[src/rtl/diff_eq_multichannel.sv]
`default_nettype none
// ============================================================================
// Module      : diff_eq_multichannel
// Description : Time-interleaved, multichannel second-order difference
//               equation y = B0*x + B1*x1 + B2*x2 + A1*y1 + A2*y2 computed per
//               channel. Optional macro DIFF_EQ_SATURATION_EN clamps results
//               to the output range (otherwise they wrap).
// Revision    : 1.0 - initial release
// ============================================================================
module diff_eq_multichannel #(
    parameter int N_BITS    = 8,
    parameter int N_CH      = 4,
    parameter int CH_BITS   = 2,
    parameter int COEF_BITS = 4,
    parameter int B0        = 1,
    parameter int B1        = 1,
    parameter int B2        = 1,
    parameter int A1        = 0,
    parameter int A2        = 0
) (
    input  logic                  clock,
    input  logic                  i_reset,
    input  logic [N_BITS-1:0]     i_x,
    input  logic [CH_BITS-1:0]    i_ch,
    input  logic                  i_valid,
    input  logic                  i_clear,
    output logic [N_BITS+2:0]     o_y,
    output logic [CH_BITS-1:0]    o_ch,
    output logic                  o_valid,
    output logic                  o_sat,
    output logic                  o_err
);

    localparam int c_out_w = N_BITS + 3;
    localparam int c_acc_w = N_BITS + COEF_BITS + 6;

    localparam logic signed [c_acc_w-1:0] c_b0 = c_acc_w'(B0);
    localparam logic signed [c_acc_w-1:0] c_b1 = c_acc_w'(B1);
    localparam logic signed [c_acc_w-1:0] c_b2 = c_acc_w'(B2);
    localparam logic signed [c_acc_w-1:0] c_a1 = c_acc_w'(A1);
    localparam logic signed [c_acc_w-1:0] c_a2 = c_acc_w'(A2);

    // Per-channel histories
    logic [N_BITS-1:0]  r_x1 [N_CH];
    logic [N_BITS-1:0]  r_x2 [N_CH];
    logic [c_out_w-1:0] r_y1 [N_CH];
    logic [c_out_w-1:0] r_y2 [N_CH];

    logic [c_out_w-1:0] r_y;
    logic [CH_BITS-1:0] r_ch;
    logic               r_valid;
    logic               r_err;

    logic [N_BITS-1:0]  w_x1;
    logic [N_BITS-1:0]  w_x2;
    logic [c_out_w-1:0] w_y1;
    logic [c_out_w-1:0] w_y2;
    logic               w_hit;
    logic signed [c_acc_w-1:0] w_acc;
    logic [c_out_w-1:0] w_y;

    // Select the addressed channel's history; w_hit is low for tags >= N_CH
    always_comb begin
        w_x1  = '0;
        w_x2  = '0;
        w_y1  = '0;
        w_y2  = '0;
        w_hit = 1'b0;
        for (int c = 0; c < N_CH; c++) begin
            if (i_ch == CH_BITS'(c)) begin
                w_x1  = r_x1[c];
                w_x2  = r_x2[c];
                w_y1  = r_y1[c];
                w_y2  = r_y2[c];
                w_hit = 1'b1;
            end
        end
    end

    always_comb begin
        w_acc = c_b0 * c_acc_w'(signed'(i_x))
              + c_b1 * c_acc_w'(signed'(w_x1))
              + c_b2 * c_acc_w'(signed'(w_x2))
              + c_a1 * c_acc_w'(signed'(w_y1))
              + c_a2 * c_acc_w'(signed'(w_y2));
    end

`ifdef DIFF_EQ_SATURATION_EN
    localparam logic signed [c_acc_w-1:0] c_sat_max = c_acc_w'((2 ** (N_BITS + 2)) - 1);
    localparam logic signed [c_acc_w-1:0] c_sat_min = c_acc_w'(-(2 ** (N_BITS + 2)));

    logic w_sat;
    logic r_sat;

    always_comb begin
        w_sat = 1'b0;
        w_y   = w_acc[c_out_w-1:0];
        if (w_acc > c_sat_max) begin
            w_y   = c_sat_max[c_out_w-1:0];
            w_sat = 1'b1;
        end else if (w_acc < c_sat_min) begin
            w_y   = c_sat_min[c_out_w-1:0];
            w_sat = 1'b1;
        end
    end

    always_ff @(posedge clock or negedge i_reset) begin
        if (!i_reset) begin
            r_sat <= 1'b0;
        end else begin
            r_sat <= i_valid & ~i_clear & w_hit & w_sat;
        end
    end

    assign o_sat = r_sat;
`else
    // Upper accumulator bits are discarded by two's-complement wrap
    logic w_unused;
    assign w_unused = ^w_acc[c_acc_w-1:c_out_w];
    assign w_y      = w_acc[c_out_w-1:0];
    assign o_sat    = 1'b0;
`endif

    always_ff @(posedge clock or negedge i_reset) begin
        if (!i_reset) begin
            r_y     <= '0;
            r_ch    <= '0;
            r_valid <= 1'b0;
            r_err   <= 1'b0;
            for (int c = 0; c < N_CH; c++) begin
                r_x1[c] <= '0;
                r_x2[c] <= '0;
                r_y1[c] <= '0;
                r_y2[c] <= '0;
            end
        end else begin
            r_valid <= 1'b0;
            r_err   <= 1'b0;
            if (i_clear) begin
                for (int c = 0; c < N_CH; c++) begin
                    r_x1[c] <= '0;
                    r_x2[c] <= '0;
                    r_y1[c] <= '0;
                    r_y2[c] <= '0;
                end
            end else if (i_valid) begin
                if (w_hit) begin
                    r_y     <= w_y;
                    r_ch    <= i_ch;
                    r_valid <= 1'b1;
                    // History stores the delivered (clamped/wrapped) result
                    for (int c = 0; c < N_CH; c++) begin
                        if (i_ch == CH_BITS'(c)) begin
                            r_x1[c] <= i_x;
                            r_x2[c] <= r_x1[c];
                            r_y1[c] <= w_y;
                            r_y2[c] <= r_y1[c];
                        end
                    end
                end else begin
                    r_err <= 1'b1;
                end
            end
        end
    end

    assign o_y     = r_y;
    assign o_ch    = r_ch;
    assign o_valid = r_valid;
    assign o_err   = r_err;

endmodule
`default_nettype wire

[config.mk]
export PLATFORM = sky130hd
export DESIGN_NAME = diff_eq_multichannel
export DESIGN_NICKNAME = d
export VERILOG_FILES = /design/src/rtl/diff_eq_multichannel.sv
export SDC_FILE = /design/constraint.sdc
export NUM_CORES = 1
export LEC_CHECK = 0
export BUFFER_PORTS_ARGS = -buffer_cell sky130_fd_sc_hd__buf_2
export CORE_AREA = 2 2 111 113
export DETAILED_ROUTE_END_ITERATION = 7
export DIE_AREA = 0 0 113 115
export SLEW_MARGIN = 20
export SYNTH_ARGS = -nofsm -noshare
export SYNTH_HDL_FRONTEND = slang
export SYNTH_SLANG_ARGS = --single-unit
[constraint.sdc]
create_clock -name clock -period 2.87 [get_ports clock]
set_input_delay 0.1435 -clock clock [delete_from_list [all_inputs] [get_ports clock]]
set_output_delay 0.1435 -clock clock [all_outputs]
set_load 0.005 [all_outputs]
==> reports/qor.csv <==
stage,metric,value,unit
synthesis,Post-synth EDFFs,0,
global_route,pin count of the biggest net entering global routing,79,
die,Total Die Area,13000,sq um
power,static leakage,0.00209,uW
timing,Slew headroom,43.8,%
global_route,total track usage,15.7,%
layout,post-route insts no fill,612,
setup_path,Critical Path Sink Type,flip-flop,
timing,Fin. Hold Viols,0,
timing,min Tclk post-route,2810,ps
layout,final net count,491,
synthesis,Syn Area/Cell,9.47,sq um
synthesis,ys flop type,dfrtp_1,
synthesis,Post-synth top cells,"nand2_1, dfrtp_1, a21oi_1, inv_1, mux4_2",
synthesis,post-synthesis async set-or-reset flop share,100,%
clock_network,CTS tree,yes,
outcome,status,finished with violations,
power,internal power,2030,uW
power,Logic pwr share,11.4,%
layout,Fill cells,1188,
power,pwr/cell area,573,nW/um^2
power,net switching power,685,uW
power,Flop pwr share,43.2,%
clock_network,"CTS clk-pin slew, worst paths",60,ps
layout,layout cells sized above 1,18.5,%
global_route,first-pass GRT wire length,16100,um
die,initial core utilization,34.5,%
synthesis,Mapped Area,4080,sq um
global_route,vias in the first global route,3085,
placed_design,RD Place Congestion,0.841,
timing,"Setup violations, final",0,
layout,Multi-input gate area,1910,sq um
routing,Via Count,3114,
layout,Final Util,40.1,%
setup_path,CP Launch Type,flip-flop,
setup_path,CP Cell Sequence,mux4_2 -> fa_1 -> ha_2 -> fa_2 -> a21oi_4 -> o21ai_2 -> or4_1 -> o311ai_1,
synthesis,count of cell types in the netlist,39,
synthesis,largest area contributor in the synthesized netlist,dfrtp_1,
timing,setup slack after layout,63.5,ps
flow_run,number of max-cap violations,0,
routing,DRT iter0 DRCs,292,
routing,residual DRC count,2,
outcome,failing checks,design-rule violations,
routing,post-DR wirelength/cell,15.6,um
timing,skew final,6.45,ps
routing,routed wire length,9550,um
power,Clk network pwr share,45.4,%
timing,RSZ-0062 raised after global routing,true,
synthesis,Cells after Synth,431,
placed_design,Post-Place Worst Slack,-109,ps
power,Sw Share,25.2,%
die,Die Y,115,um
hold_path,HP Class,input port to flip-flop,
clock_network,htree depth,3,
synthesis,Synth area leaders,"dfrtp_1, nand2_1, mux4_2",
layout,# diodes,0,
routing,DRT antenna net count,0,
synthesis,Ys Warns,0,
layout,Area Overhead vs Synth,16.1,%
clock_network,Clock Path Buffers,2,
setup_path,"Data required, critical path",3100,ps
clock_network,clock latency on the worst-skew pair,340,ps
setup_path,Crit Path Max Fanout,3,
die,I/O pin total,30,
placed_design,hpwl dp,6280,um
routing,drt pass-1 iters,6,
die,Core ar.,11800,sq um
clock_network,CTS Buf Count,9,
global_route,initial antenna violation count,0,
synthesis,"count leader, synth",nand2_1,
clock_network,CTS sink count,78,
global_route,GRT overflow,0,
clock_network,clk root buf,clkbuf_16,
timing,Slew @ Worst Pin,841,ps
routing,drt via density,5.09,
synthesis,sequential element share of the synthesized area,47.8,%
synthesis,share of the synthesized area in the top cell type,47.8,%
setup_path,Worst path slowest cell,mux4_2,
placed_design,port bufs,28,
timing,Max Clock Freq,356,MHz
placed_design,dpl cells,595,
timing,Final Max Slew Viols,0,
setup_path,CP peak stage delay,490,ps
timing,fin crit share,97.8,%
power,Peak VDD IR,0.000300,V
setup_path,Worst EP arrival,3030,ps
die,DIE WIDTH,113,um
synthesis,#FFs+latches synth,78,
die,FP Rows,40,
setup_path,WS Path Type,flip-flop to flip-flop,
clock_network,"Setup Fix Bufs, Post-CTS",0,
layout,Seq. cell area,1950,sq um
sequential cells by signal, summed over array words and instances, names as in the netlist:
name,cells
o_ch,2
o_err,1
r_x1,32
o_y,10
r_x2,32
o_valid,1
what timing repair did:
item / CTS / global route
hold endpoints to repair: 0 / 78
pin swaps: 6 / 2
hold buffers: 0 / 1
resized for setup: 4 / 5
endpoints found under the setup margin: 1 / 5
cell families after synthesis:
logic type      share of synthesized area (%)
xor+xnor                                0.215
buf+inv                                  6.29
other cells                            0.0919
simple gates                             17.8
flops                                    47.8
mux                                      8.83
compound gates                           12.1
fa+ha+maj                                6.87
critical path: cells and delay by family (launching register included):
| kind | cells | cell delay [ps] |
|---|---|---|
| flip-flops | 1 | 380 |
| AND/OR/NAND/NOR | 1 | 400 |
| multiplexers | 1 | 490 |
| AO/OA/AOI/OAI | 3 | 330 |
| adder cells (fa/ha/maj) | 3 | 1100 |
stage by stage:
step | power (uW) | cell area [sq um] | hold slack, ps | TNS (ps)
global route | 2830 | 4740 | 94.1 | -26.5
detailed placement | 1500 | 4380 | 380 | -178
finish | 2720 | 4740 | 90.3 | 0
CTS | 2740 | 4710 | 19.2 | 0
floorplan | 1370 | 4100 | -152 | 0
global placement | 1490 | 4380 | 366 | 0
cell usage in the layout (no fill, tap or decap), types with 2 or more instances in the layout:
| master | n |
|---|---|
| clkbuf_16 | 9 |
| clkinv_2 | 2 |
| nand2b_1 | 3 |
| o21a_1 | 2 |
| nand2_1 | 152 |
| ha_2 | 2 |
| o21ai_0 | 4 |
| buf_2 | 27 |
| dfrtp_1 | 78 |
| nor2_1 | 3 |
| ha_1 | 6 |
| a21oi_1 | 69 |
| o31ai_1 | 3 |
| nor3b_1 | 3 |
| fa_1 | 7 |
| buf_4 | 16 |
| and3_1 | 2 |
| o211ai_1 | 2 |
| mux4_2 | 16 |
| o311ai_1 | 3 |
| inv_1 | 25 |
| nand3b_1 | 2 |
| bufinv_16 | 2 |
| fa_2 | 2 |
| conb_1 | 2 |
| a211oi_1 | 2 |
| clkinv_4 | 2 |
layout make-up:
cell class	instances	area share (%)
sequential	78	41.2
timing repair buffer	45	5.84
inverter	26	2.06
clock inverter	7	2.03
tap	147	3.88
clock buffer	9	4.75
multi-input combinational	300	40.2
metal layers:
layer	vias up	global-route usage, %	routed length (um)
met5	-	0	0
li1	1484	-	-
met4	0	4.63	122
met3	12	3.06	477
met1	1538	22.1	4380
met2	80	25.0	4570
power groups by stage:
stage,combinational [uW],clock (uW),sequential [uW]
3_5_place_dp,305,0,1190
5_1_grt,349,1310,1180
6_report,308,1230,1170
2_1_floorplan,178,0,1190
4_1_cts,307,1260,1170
3_3_place_gp,302,0,1190
worst paths after layout:
path / from / to / slack (ps) / cells past startpoint
min reg2reg: o_y[2]$_DFFE_PN0P_ / o_y[2]$_DFFE_PN0P_ / 470 / 2
max in group asynchronous: i_reset / r_x1[12]$_DFFE_PN0P_ / 1970 / 2
max reg2reg: r_x1[1]$_DFFE_PN0P_ / o_y[7]$_DFFE_PN0P_ / 60 / 8
min: i_x[4] / r_x1[20]$_DFFE_PN0P_ / 90 / 3
max: r_x1[1]$_DFFE_PN0P_ / o_y[7]$_DFFE_PN0P_ / 60 / 8
min in group asynchronous: i_reset / o_valid$_DFF_PN0_ / 400 / 2
Note: power is estimated with default switching activity, not from simulation.
